## src/rtl/dequant_zigzag_writer.sv

```systemverilog
// Dequantizes a zigzag-ordered 8x8 coefficient stream by power-of-two shifts and writes
// it row-major into a two-bank S' RAM. Optional macro DQZ_CLIP_EN saturates S' to 12 bits.
module dequant_zigzag_writer #(
  parameter int COEF_W = 16,
  parameter int OUT_W  = 32
) (
  input  logic                     CLOCK_50_I,
  input  logic                     reset,
  input  logic                     dqz_enable,
  input  logic                     q_sel,
  input  logic signed [COEF_W-1:0] coef_data,
  input  logic                     coef_valid,
  output logic                     coef_ready,
  output logic [6:0]               dp_address,
  output logic [OUT_W-1:0]         dp_write_data,
  output logic                     dp_we,
  output logic [1:0]               bank_full,
  input  logic [1:0]               idct_release,
  output logic                     block_done
);

  typedef enum logic [1:0] {IDLE, FILL, FLUSH} state_t;

  state_t state, next_state;

  logic [5:0] k;
  logic [2:0] r, c;
  logic       dir_up;
  logic       wr_bank;
  logic       q_latched;

  logic                    xfer;
  logic                    q_eff;
  logic [3:0]              d;
  logic [2:0]              shift;
  logic [2:0]              r_next, c_next;
  logic                    dir_next;
  logic signed [OUT_W-1:0] coef_ext, shifted, result;

  always_ff @(posedge CLOCK_50_I) begin
    if (reset) state <= IDLE;
    else       state <= next_state;
  end

  // A full write bank parks the FSM in IDLE; enable is only consulted between blocks
  always_comb begin
    next_state = state;
    coef_ready = 1'b0;
    case (state)
      IDLE:    if (dqz_enable && !bank_full[wr_bank]) next_state = FILL;
      FILL: begin
        coef_ready = 1'b1;
        if (coef_valid && k == 6'd63) next_state = FLUSH;
      end
      FLUSH:   next_state = IDLE;
      default: next_state = IDLE;
    endcase
  end

  assign xfer = coef_valid & coef_ready;

  always_comb begin
    r_next   = r;
    c_next   = c;
    dir_next = dir_up;
    if (dir_up) begin
      if (c == 3'd7) begin
        r_next = r + 3'd1; dir_next = 1'b0;
      end else if (r == 3'd0) begin
        c_next = c + 3'd1; dir_next = 1'b0;
      end else begin
        r_next = r - 3'd1; c_next = c + 3'd1;
      end
    end else begin
      if (r == 3'd7) begin
        c_next = c + 3'd1; dir_next = 1'b1;
      end else if (c == 3'd0) begin
        r_next = r + 3'd1; dir_next = 1'b1;
      end else begin
        r_next = r + 3'd1; c_next = c - 3'd1;
      end
    end
  end

  // The matrix select is taken live on the first coefficient, then from the latch
  assign q_eff = (k == 6'd0) ? q_sel : q_latched;
  assign d     = {1'b0, r} + {1'b0, c};

  always_comb begin
    shift = 3'd3;
    if (!q_eff) begin
      case (d)
        4'd0:       shift = 3'd3;
        4'd1:       shift = 3'd2;
        4'd2, 4'd3: shift = 3'd3;
        4'd4, 4'd5: shift = 3'd4;
        4'd6, 4'd7: shift = 3'd5;
        default:    shift = 3'd6;
      endcase
    end else begin
      case (d)
        4'd0:             shift = 3'd3;
        4'd1, 4'd2, 4'd3: shift = 3'd1;
        4'd4, 4'd5:       shift = 3'd2;
        4'd6, 4'd7:       shift = 3'd3;
        4'd8, 4'd9:       shift = 3'd4;
        default:          shift = 3'd5;
      endcase
    end
  end

  assign coef_ext = {{(OUT_W-COEF_W){coef_data[COEF_W-1]}}, coef_data};
  assign shifted  = coef_ext <<< shift;

`ifdef DQZ_CLIP_EN
  // The IDCT multipliers take 12-bit S', so saturate rather than wrap
  always_comb begin
    result = shifted;
    if (shifted > OUT_W'(2047))       result = OUT_W'(2047);
    else if (shifted < OUT_W'(-2048)) result = OUT_W'(-2048);
  end
`else
  assign result = shifted;
`endif

  always_ff @(posedge CLOCK_50_I) begin
    if (reset) begin
      k             <= '0;
      r             <= '0;
      c             <= '0;
      dir_up        <= 1'b1;
      wr_bank       <= 1'b0;
      q_latched     <= 1'b0;
      dp_we         <= 1'b0;
      dp_address    <= '0;
      dp_write_data <= '0;
      bank_full     <= 2'b00;
      block_done    <= 1'b0;
    end else begin
      dp_we      <= xfer;
      block_done <= (state == FLUSH);
      if (xfer) begin
        dp_address    <= {wr_bank, r, c};
        dp_write_data <= result;
        if (k == 6'd0) q_latched <= q_sel;
        if (k == 6'd63) begin
          k      <= '0;
          r      <= '0;
          c      <= '0;
          dir_up <= 1'b1;
        end else begin
          k      <= k + 6'd1;
          r      <= r_next;
          c      <= c_next;
          dir_up <= dir_next;
        end
      end
      if (state == FLUSH) wr_bank <= ~wr_bank;
      // Setting a bank takes priority over a release landing on the same edge
      for (int b = 0; b < 2; b++) begin
        if (state == FLUSH && wr_bank == b[0]) bank_full[b] <= 1'b1;
        else if (idct_release[b])              bank_full[b] <= 1'b0;
      end
    end
  end

endmodule

```

## config.mk

```make
export PLATFORM = sky130hd
export DESIGN_NAME = dequant_zigzag_writer
export DESIGN_NICKNAME = d
export VERILOG_FILES = /design/src/rtl/dequant_zigzag_writer.sv
export SDC_FILE = /design/constraint.sdc
export NUM_CORES = 1
export LEC_CHECK = 0
export ABC_AREA = 1
export BUFFER_PORTS_ARGS = -buffer_cell sky130_fd_sc_hd__buf_2
export CAP_MARGIN = 10
export CORE_MARGIN = 10
export CORE_UTILIZATION = 30
export CTS_CLUSTER_SIZE = 24
export DETAILED_ROUTE_END_ITERATION = 8
export GPL_ROUTABILITY_DRIVEN = 0
export SLEW_MARGIN = 15
export SYNTH_ARGS = -nofsm -noshare
export SYNTH_HDL_FRONTEND = slang
export SYNTH_SLANG_ARGS = --single-unit
```

## constraint.sdc

```tcl
create_clock -name CLOCK_50_I -period 2.1 [get_ports CLOCK_50_I]
set_input_delay 0.21 -clock CLOCK_50_I [delete_from_list [all_inputs] [get_ports CLOCK_50_I]]
set_output_delay 0.21 -clock CLOCK_50_I [all_outputs]
set_load 0.02 [all_outputs]
```

Word-level counts from Yosys, hierarchy flattened
Memory sizes are Yosys's and may differ from the RTL's. Index checks and enable logic that the tools add are counted.

Add/subtract/negate cells: 6. Eq/ne operators: 11. Multiply operators: 0. Reductions and logical operators: 14. Div/mod/pow operators: 0. Shift operators: 1. Bitwise operators: 2. Magnitude comparators: 1. Multiplexer cells: 30.

Operator list (number): 2-to-1 mux 3 bit (12); <<< shifter 16 x 3 -> 32 bit (1); 2-to-1 mux 1 bit (14); != test 4 x 3 -> 1 bit, second input constant (2); adder 3 x 1 -> 3 bit, second input constant (2); adder 6 x 1 -> 6 bit, second input constant (1); == test 3 bit, second input constant (2); == test 6 bit, second input constant (1); logical NOT 3 bit (2); logical NOT 6 bit (1); 2-to-1 mux 6 bit (1); != test 3 x 2 -> 1 bit, second input constant (2); AND reduction 3 bit (2); subtractor 3 x 1 -> 3 bit, second input constant (2); adder 3 x 3 -> 4 bit (1); logical AND 1 bit (4); 2-to-1 mux 2 bit (2); != test 2 bit, second input constant (2); case mux 2 bit (2 select lines) (1); nonzero test 2 bit (2); == test 2 x 1 -> 1 bit, second input constant (1); == test 2 bit, second input constant (1); logical NOT 2 bit (1); < comparator 1 x 2 -> 1 bit, second input constant (1); 4 further kinds (4).

Latch bits: 0. Flip-flop bits (word level): 60. Word-level logic and storage cells: 80. Memories: 2. Bits in writable memories: 0. Output and inout bits: 44. Bits in read-only memories: 72. Input port bits: 23.

Memories: (no name shown) (depth 16, bits a word 3, rd ports 1, clocked after memory_dff 0, wr ports 0, RTL line 101) `case (d)`; (no name shown) (depth 8, bits a word 3, rd ports 1, clocked after memory_dff 0, wr ports 0, RTL line 92) `case (d)`.

Longest topological paths before layout
Gate-level depths: netlist (run 1).

Depth after elaboration: 6. Depth in mapped cells: 17. Gate-level depth less buffers: 16.

Worst setup path after synthesis (run 1)
Ideal clock, no wire load.

Path type: register -> register. Start: register c[0]. End: register dp_write_data[17]. Arrival time: 1.965 ns. Path slack: 0.026 ns. Setup time: 0.109 ns. Required time: 1.991 ns. Cell stages (with the launch flop): 14. Cells stage by stage: dfxtp_1 ha_1 fa_1 inv_1 nand2_1 nand3_1 nand3_2 buf_2 nand3_1 nand3_1 nand3_1 nand3_1 nand2_1 inv_1.

Cells in the longest elaborated chain, start to end: 5. Elaborated cells between the ends (all ways): 6. Classes of those cells: add/sub: 1; shift: 1; mux: 2; memory: 2.

Ends and longest elaborated chain: start, declared (RTL line 27) `logic [2:0] r, c;`; start signal, assigned (RTL line 154) `c <= c_next;`; adder 3 x 3 -> 4 bit (*) (RTL line 87) `assign d = {1'b0, r} + {1'b0, c};`; memory (8 x 3 bit); 2-to-1 mux 3 bit (RTL line 92); 2-to-1 mux 3 bit (*) (RTL line 91) `if (!q_eff) begin`; <<< shifter 16 x 3 -> 32 bit (*) (RTL line 113) `assign shifted = coef_ext <<< shift;`; end signal, assigned (RTL line 144) `dp_write_data <= result;`; end, declared (RTL line 15) `output logic [OUT_W-1:0] dp_write_data,`.

Mark *: on every way between the ends. The rest lies on a longest branch, timed or not. A chain may end at the register's enable or synchronous reset.

Worst setup path in the final report (run 1)
Start: register c[0]. End: register dp_write_data[9].

Same word-level chain as after synthesis.

==> results.json, run 1 <==
{
  "regToRegStartpoint": "c[0]",
  "die_area_um2": 14400,
  "hp-start": "idct_release[1]",
  "overflow": 0,
  "core_um2": 9770,
  "synth_area_um2": 3010,
  "p_leak_nw": 2.16,
  "max_clock_freq_mhz": 444,
  "die_h_um": 120,
  "place_area_um2": 3520,
  "drv_slew": 0,
  "min_to": "bank_full[1]",
  "hold_viol": 0,
  "yosysSeqAreaShare": 0.339,
  "ys_types": 32,
  "crit_type": "reg2reg",
  "postCtsHoldBufs": 0,
  "portBuffers": 66,
  "p_per_area_nw_per_um2": 631,
  "final_common_cell": "buf_2",
  "startpoint_type": "flop",
  "status": "finished with violations",
  "drive_above_1_share": 0.441,
  "worst_setup_path_end_kind": "flop",
  "grt.total_usage": 0.126,
  "r2r_cells": 14,
  "place_inst": 629,
  "setup_viol": 17,
  "die_x_um": 120,
  "clock_path_buffers": 2,
  "setup_slack_ps": -153,
  "violations": "setup timing",
  "cts_sinks": 51,
  "worst_pin_slew_ps": 409,
  "grt_pass1_wl_um": 15500,
  "clk_pin_slew_worst_paths_ps": 110,
  "place_hpwl_um": 6200,
  "path_common_cell": "nand3_1",
  "whs_path_depth": 2,
  "synth_top_area_cell": "dfxtp_1",
  "final_nets": 555,
  "fin_skew_ps": 7.89,
  "io_pins": 67,
  "critPathMaxFanout": 5,
  "initial_core_util": 0.308,
  "crit_arrival_ps": 2530,
  "netlist.area_leader.share": 0.339,
  "ir_drop_mv": 0.352,
  "cts.root.buffer_cell": "clkbuf_8",
  "grt_pass1_vias": 3263,
  "finish.instance_area_um2": 4530,
  "drt-total-wl_um": 10200,
  "reg2reg_to": "dp_write_data[9]",
  "synth.area.top_cells": "dfxtp_1, nand3_1, nand2_1",
  "cts_tree": "done",
  "crit_chain": "ha_4 > fa_2 > inv_2 > nand2_2 > nand2_2 > nand2_4 > buf_12 > buf_8 > nand3_2 > nand3_1 > nand3_1 > nand3_1 > nand2_1 > inv_1",
  "cts_buffers": 5,
  "crit_slowest_cell": "fa_2",
  "num_vias": 3284,
  "slew_headroom": 0.727,
  "whs_ps": 74.6,
  "grt_max_degree": 30,
  "syn_avg_cell_area_um2": 6.84,
  "drt_iter0_markers": 233,
  "cp_data_required_time_ps": 2370,
  "min_period_over_period": 1.07,
  "synthCells": 440,
  "antenna_cells": 0,
  "final_cells": 652,
  "rrSetupSlack_ps": -150,
  "final_cell_mix": "buf_2, nand2_1, nand3_2, dfxtp_1, inv_1",
  "h-tree-depth": 2,
  "ys_warn_count": 0,
  "grt_setup_unrepaired": "true",
  "fp-row-count": 36,
  "vias_per_cell": 5.04,
  "slowest_delay_ps": 540,
  "syn-num-nets": 477,
  "first_pass_iters": 4,
  "drv_cap": 0,
  "drc": 0,
  "fin_crit_ps": 2250,
  "ys_ff_latch": 51,
  "detail_route.wl_per_cell_um": 15.6,
  "areaGrowthSynthToFinish_pct": 50.4,
  "worstSkewPairLatency_ps": 320,
  "ant_nets": 0,
  "hp-class": "in2reg",
  "antenna_found_initial": 0
}
final cells by class:
type | instances | area, µm²
fill | 951 | 5240
multi-input combinational | 316 | 2280
sequential | 51 | 1020
timing repair buffer | 95 | 757
inverter | 49 | 184
tap | 133 | 166
clock buffer | 5 | 68.8
clock inverter | 3 | 47.5
report_power, final:
group | leakage (nW) | switching [W] | total, W | internal [W]
sequential | 0.416 | 0.0000301 | 0.00105 | 0.00102
clock | 0.0587 | 0.000376 | 0.000738 | 0.000362
combinational | 1.69 | 0.000639 | 0.00107 | 0.000432
logic make-up (layout without fill, tap and decap cells):
kind of cell,Yosys count,in the layout,synth area share
AND/OR/NAND/NOR,231,233,0.359
AO/OA/AOI/OAI,67,67,0.120
flip-flops,51,51,0.339
XOR/XNOR,2,2,0.00582
adder cells (fa/ha/maj),14,14,0.0607
buffers and inverters,75,152,0.115
per-layer routing:
metal  part of all wire  up-vias  track usage
met5                  0        -            0
met4              0.019        0       0.0400
met3              0.074       26       0.0382
met2               0.49      116        0.204
met1               0.42     1534        0.156
li1                   -     1608            -
Yosys cell counts (all sizes together):
library cell / n
a211oi: 2
a21oi: 37
a22oi: 1
and2: 1
buf: 19
clkbuf: 7
dfxtp: 51
fa: 1
ha: 13
inv: 49
nand2: 93
nand3: 100
nand3b: 1
nand4: 2
nor2: 27
nor3: 4
o211ai: 1
o21ai: 25
o221a: 1
or2: 3
xnor2: 1
xor2: 1
worst max path at each step:
stage	startpoint	endpoint	slack, ps	cells past startpoint
floorplan	c[0]	dp_write_data[17]	30	13
global placement	c[0]	dp_write_data[7]	-60	13
detailed placement	c[0]	dp_write_data[7]	-70	13
CTS	c[0]	dp_write_data[6]	-60	14
global route	c[0]	dp_write_data[14]	-260	14
finish	c[0]	dp_write_data[9]	-150	14
stage by stage:
step	power [W]	TNS (ps)	util	worst slack, ps
2_1_floorplan	0.00155	0	-	26.1
3_3_place_gp	0.00174	-429	0.360	-55.9
3_5_place_dp	0.00175	-595	0.360	-71.8
4_1_cts	0.00267	-527	0.422	-57.7
5_1_grt	0.00300	-3760	0.464	-262
6_report	0.00286	-1390	0.464	-153
critical path: cells and delay by family, from the launching register on:
| family | cells | cell delay, ps |
|---|---|---|
| adder cells (fa/ha/maj) | 2 | 700 |
| AND/OR/NAND/NOR | 8 | 770 |
| buffers and inverters | 4 | 370 |
| flip-flops | 1 | 350 |
state kept, by name (all words and copies together), names as in the netlist:
register,count
dp_address,7
q_latched,1
dp_we,1
dp_write_data,23
bank_full,2
dir_up,1
c,3
wr_bank,1
r,3
state,2
block_done,1
k,6
repair_timing:
item / 4_1_cts / 5_1_grt
pin swaps: 17 / 15
resized for setup: 71 / 73
setup endpoints to repair: 16 / 20
endpoints found under the hold margin: 0 / 0
gates cloned: 5 / 2
setup buffers: 7 / 1
(Power assumes the default switching activity.)
==> run 2, diff against run 1 <==
clock period = 2.5 ns   (was 2.1 ns; I/O delays follow)
==> results.json, run 2 (synthesis gave the netlist of run 1 again) <==
{
  "highest_layer": "met4",
  "vias_per_cell": 4.85,
  "cts_setup_buffers": 0,
  "tns_ps": 0,
  "cts.root.buffer_cell": "clkbuf_8",
  "status": "completed",
  "wl_met3_um": 770,
  "critPathTopFamily": "simple AND/OR/NAND/NOR gates",
  "fin_skew_ps": 10.1,
  "crit_type": "reg2reg",
  "antenna_cells": 0,
  "drt_iter0_markers": 202,
  "portBuffers": 66,
  "fp-row-count": 36,
  "cts_sinks": 51,
  "num_vias": 3029,
  "grt_max_degree": 30,
  "met1_length_um": 3750,
  "place_area_um2": 3380,
  "drive_above_1_share": 0.203,
  "wl_met2_um": 3530,
  "h-tree-depth": 2,
  "grt_pass1_wl_um": 13900,
  "die_h_um": 120,
  "overflow": 0,
  "crit_slowest_cell": "fa_1",
  "slowest_delay_ps": 380,
  "worstSkewPairLatency_ps": 300,
  "setup_viol": 0,
  "final_nets": 528,
  "place_hpwl_um": 6170,
  "p_per_area_nw_per_um2": 540,
  "clk_pin_slew_worst_paths_ps": 100,
  "grt_pass1_vias": 3015,
  "crit_arrival_ps": 2570,
  "first_pass_iters": 5,
  "critPathMaxFanout": 18,
  "path_common_cell": "nand2_1",
  "ant_nets": 0,
  "ir_drop_mv": 0.229,
  "worst_setup_path_end_kind": "flop",
  "grt.total_usage": 0.112,
  "worst_pin_slew_ps": 903,
  "io_pins": 67,
  "slew_headroom": 0.397,
  "fin_crit_ps": 2320,
  "drv_slew": 0,
  "final_common_cell": "nand3_1",
  "core_um2": 9770,
  "die_x_um": 120,
  "clock_path_buffers": 2,
  "max_clock_freq_mhz": 431,
  "detail_route.wl_per_cell_um": 13.0,
  "finish.instance_area_um2": 3500,
  "place_ws_ps": 163,
  "top_regs": "dp_write_data x23, dp_address x7, k x6",
  "postCtsHoldBufs": 0,
  "min_period_over_period": 0.928,
  "drt-total-wl_um": 8140,
  "die_area_um2": 14400,
  "largest_register_ffs": 23,
  "hp-class": "in2reg",
  "crit_chain": "ha_1 > fa_1 > inv_1 > nand2_1 > nand2_2 > nand2_1 > nand2_1 > nand2_4 > nand2_8 > nand2_1 > nand3_1 > nand3_1 > nand3_1 > nand2_1 > inv_1",
  "drc": 0,
  "final_cell_mix": "nand3_1, nand2_1, buf_2, dfxtp_1, inv_1",
  "cp_data_required_time_ps": 2750,
  "cts_buffers": 5,
  "hold_viol": 0,
  "areaGrowthSynthToFinish_pct": 16.1,
  "grt_setup_unrepaired": "true",
  "p_leak_nw": 1.72,
  "antenna_found_initial": 0,
  "initial_core_util": 0.308,
  "regMostFlops": "dp_write_data",
  "drv_cap": 0,
  "path_buf_inv": 2,
  "power_w": 0.00189,
  "cts_tree": "done",
  "startpoint_type": "flop",
  "setup_slack_ps": 179
}
==> run 2: changes by cell type in the layout (fill, tap and decap cells not counted), moves of 3 or more <==
cell,change
buf_16,-3
nand2_2,-17
nand2_1,+23
buf_4,-9
nand3_1,+63
a21oi_1,+8
nand2_4,-6
a21oi_2,-8
buf_12,-7
nand3_4,-15
nand3_2,-48
==> run 2: final cells by class <==
class | instances | area [µm²]
Multi-Input combinational cell | 314 | 1670
Clock buffer | 5 | 68.8
Sequential cell | 51 | 1020
Clock inverter | 3 | 18.8
Inverter | 49 | 184
Tap cell | 133 | 166
Fill cell | 1067 | 6280
Timing Repair Buffer | 70 | 364
==> run 2: where the power goes <==
| part | internal (W) | total [W] | leakage, nW | switching (W) |
|---|---|---|---|---|
| clock network | 0.000198 | 0.000481 | 0.0483 | 0.000283 |
| logic | 0.000175 | 0.000528 | 1.26 | 0.000353 |
| registers | 0.000855 | 0.000880 | 0.415 | 0.0000250 |
==> run 2: what timing repair did <==
action                                  4_1_cts  5_1_grt
endpoints found under the setup margin        0       12
hold endpoints to repair                      0        0
resized for setup                             0        6
==> run 2: stage by stage <==
step / cells / util / hold slack [ps]
after floorplan: 440 / - / 361
after global placement: 617 / 0.345 / 425
after detailed placement: 617 / 0.345 / 426
after CTS: 625 / 0.354 / 129
after global routing: 625 / 0.358 / 138
final: 625 / 0.358 / 137
==> run 2: worst paths after layout <==
path	from	to	slack, ps	cells past startpoint
worst max register to register	c[0]	dp_write_data[16]	180	15
worst max-delay path	c[0]	dp_write_data[16]	180	15
worst min-delay path	idct_release[1]	bank_full[1]	140	2
worst min register to register	dp_write_data[0]	dp_write_data[0]	440	2
==> run 2: worst reg2reg max path, delay by kind of cell (launching register included) <==
family / cells / cell delay (ps)
buf+inv: 2 / 150
simple gates: 11 / 1170
fa+ha+maj: 2 / 600
flops: 1 / 340
==> run 2: metal layers <==
metal / up-vias / track usage
li1: 1554 / -
met1: 1355 / 0.137
met2: 111 / 0.183
met3: 9 / 0.0419
met4: 0 / 0.0294
met5: - / 0
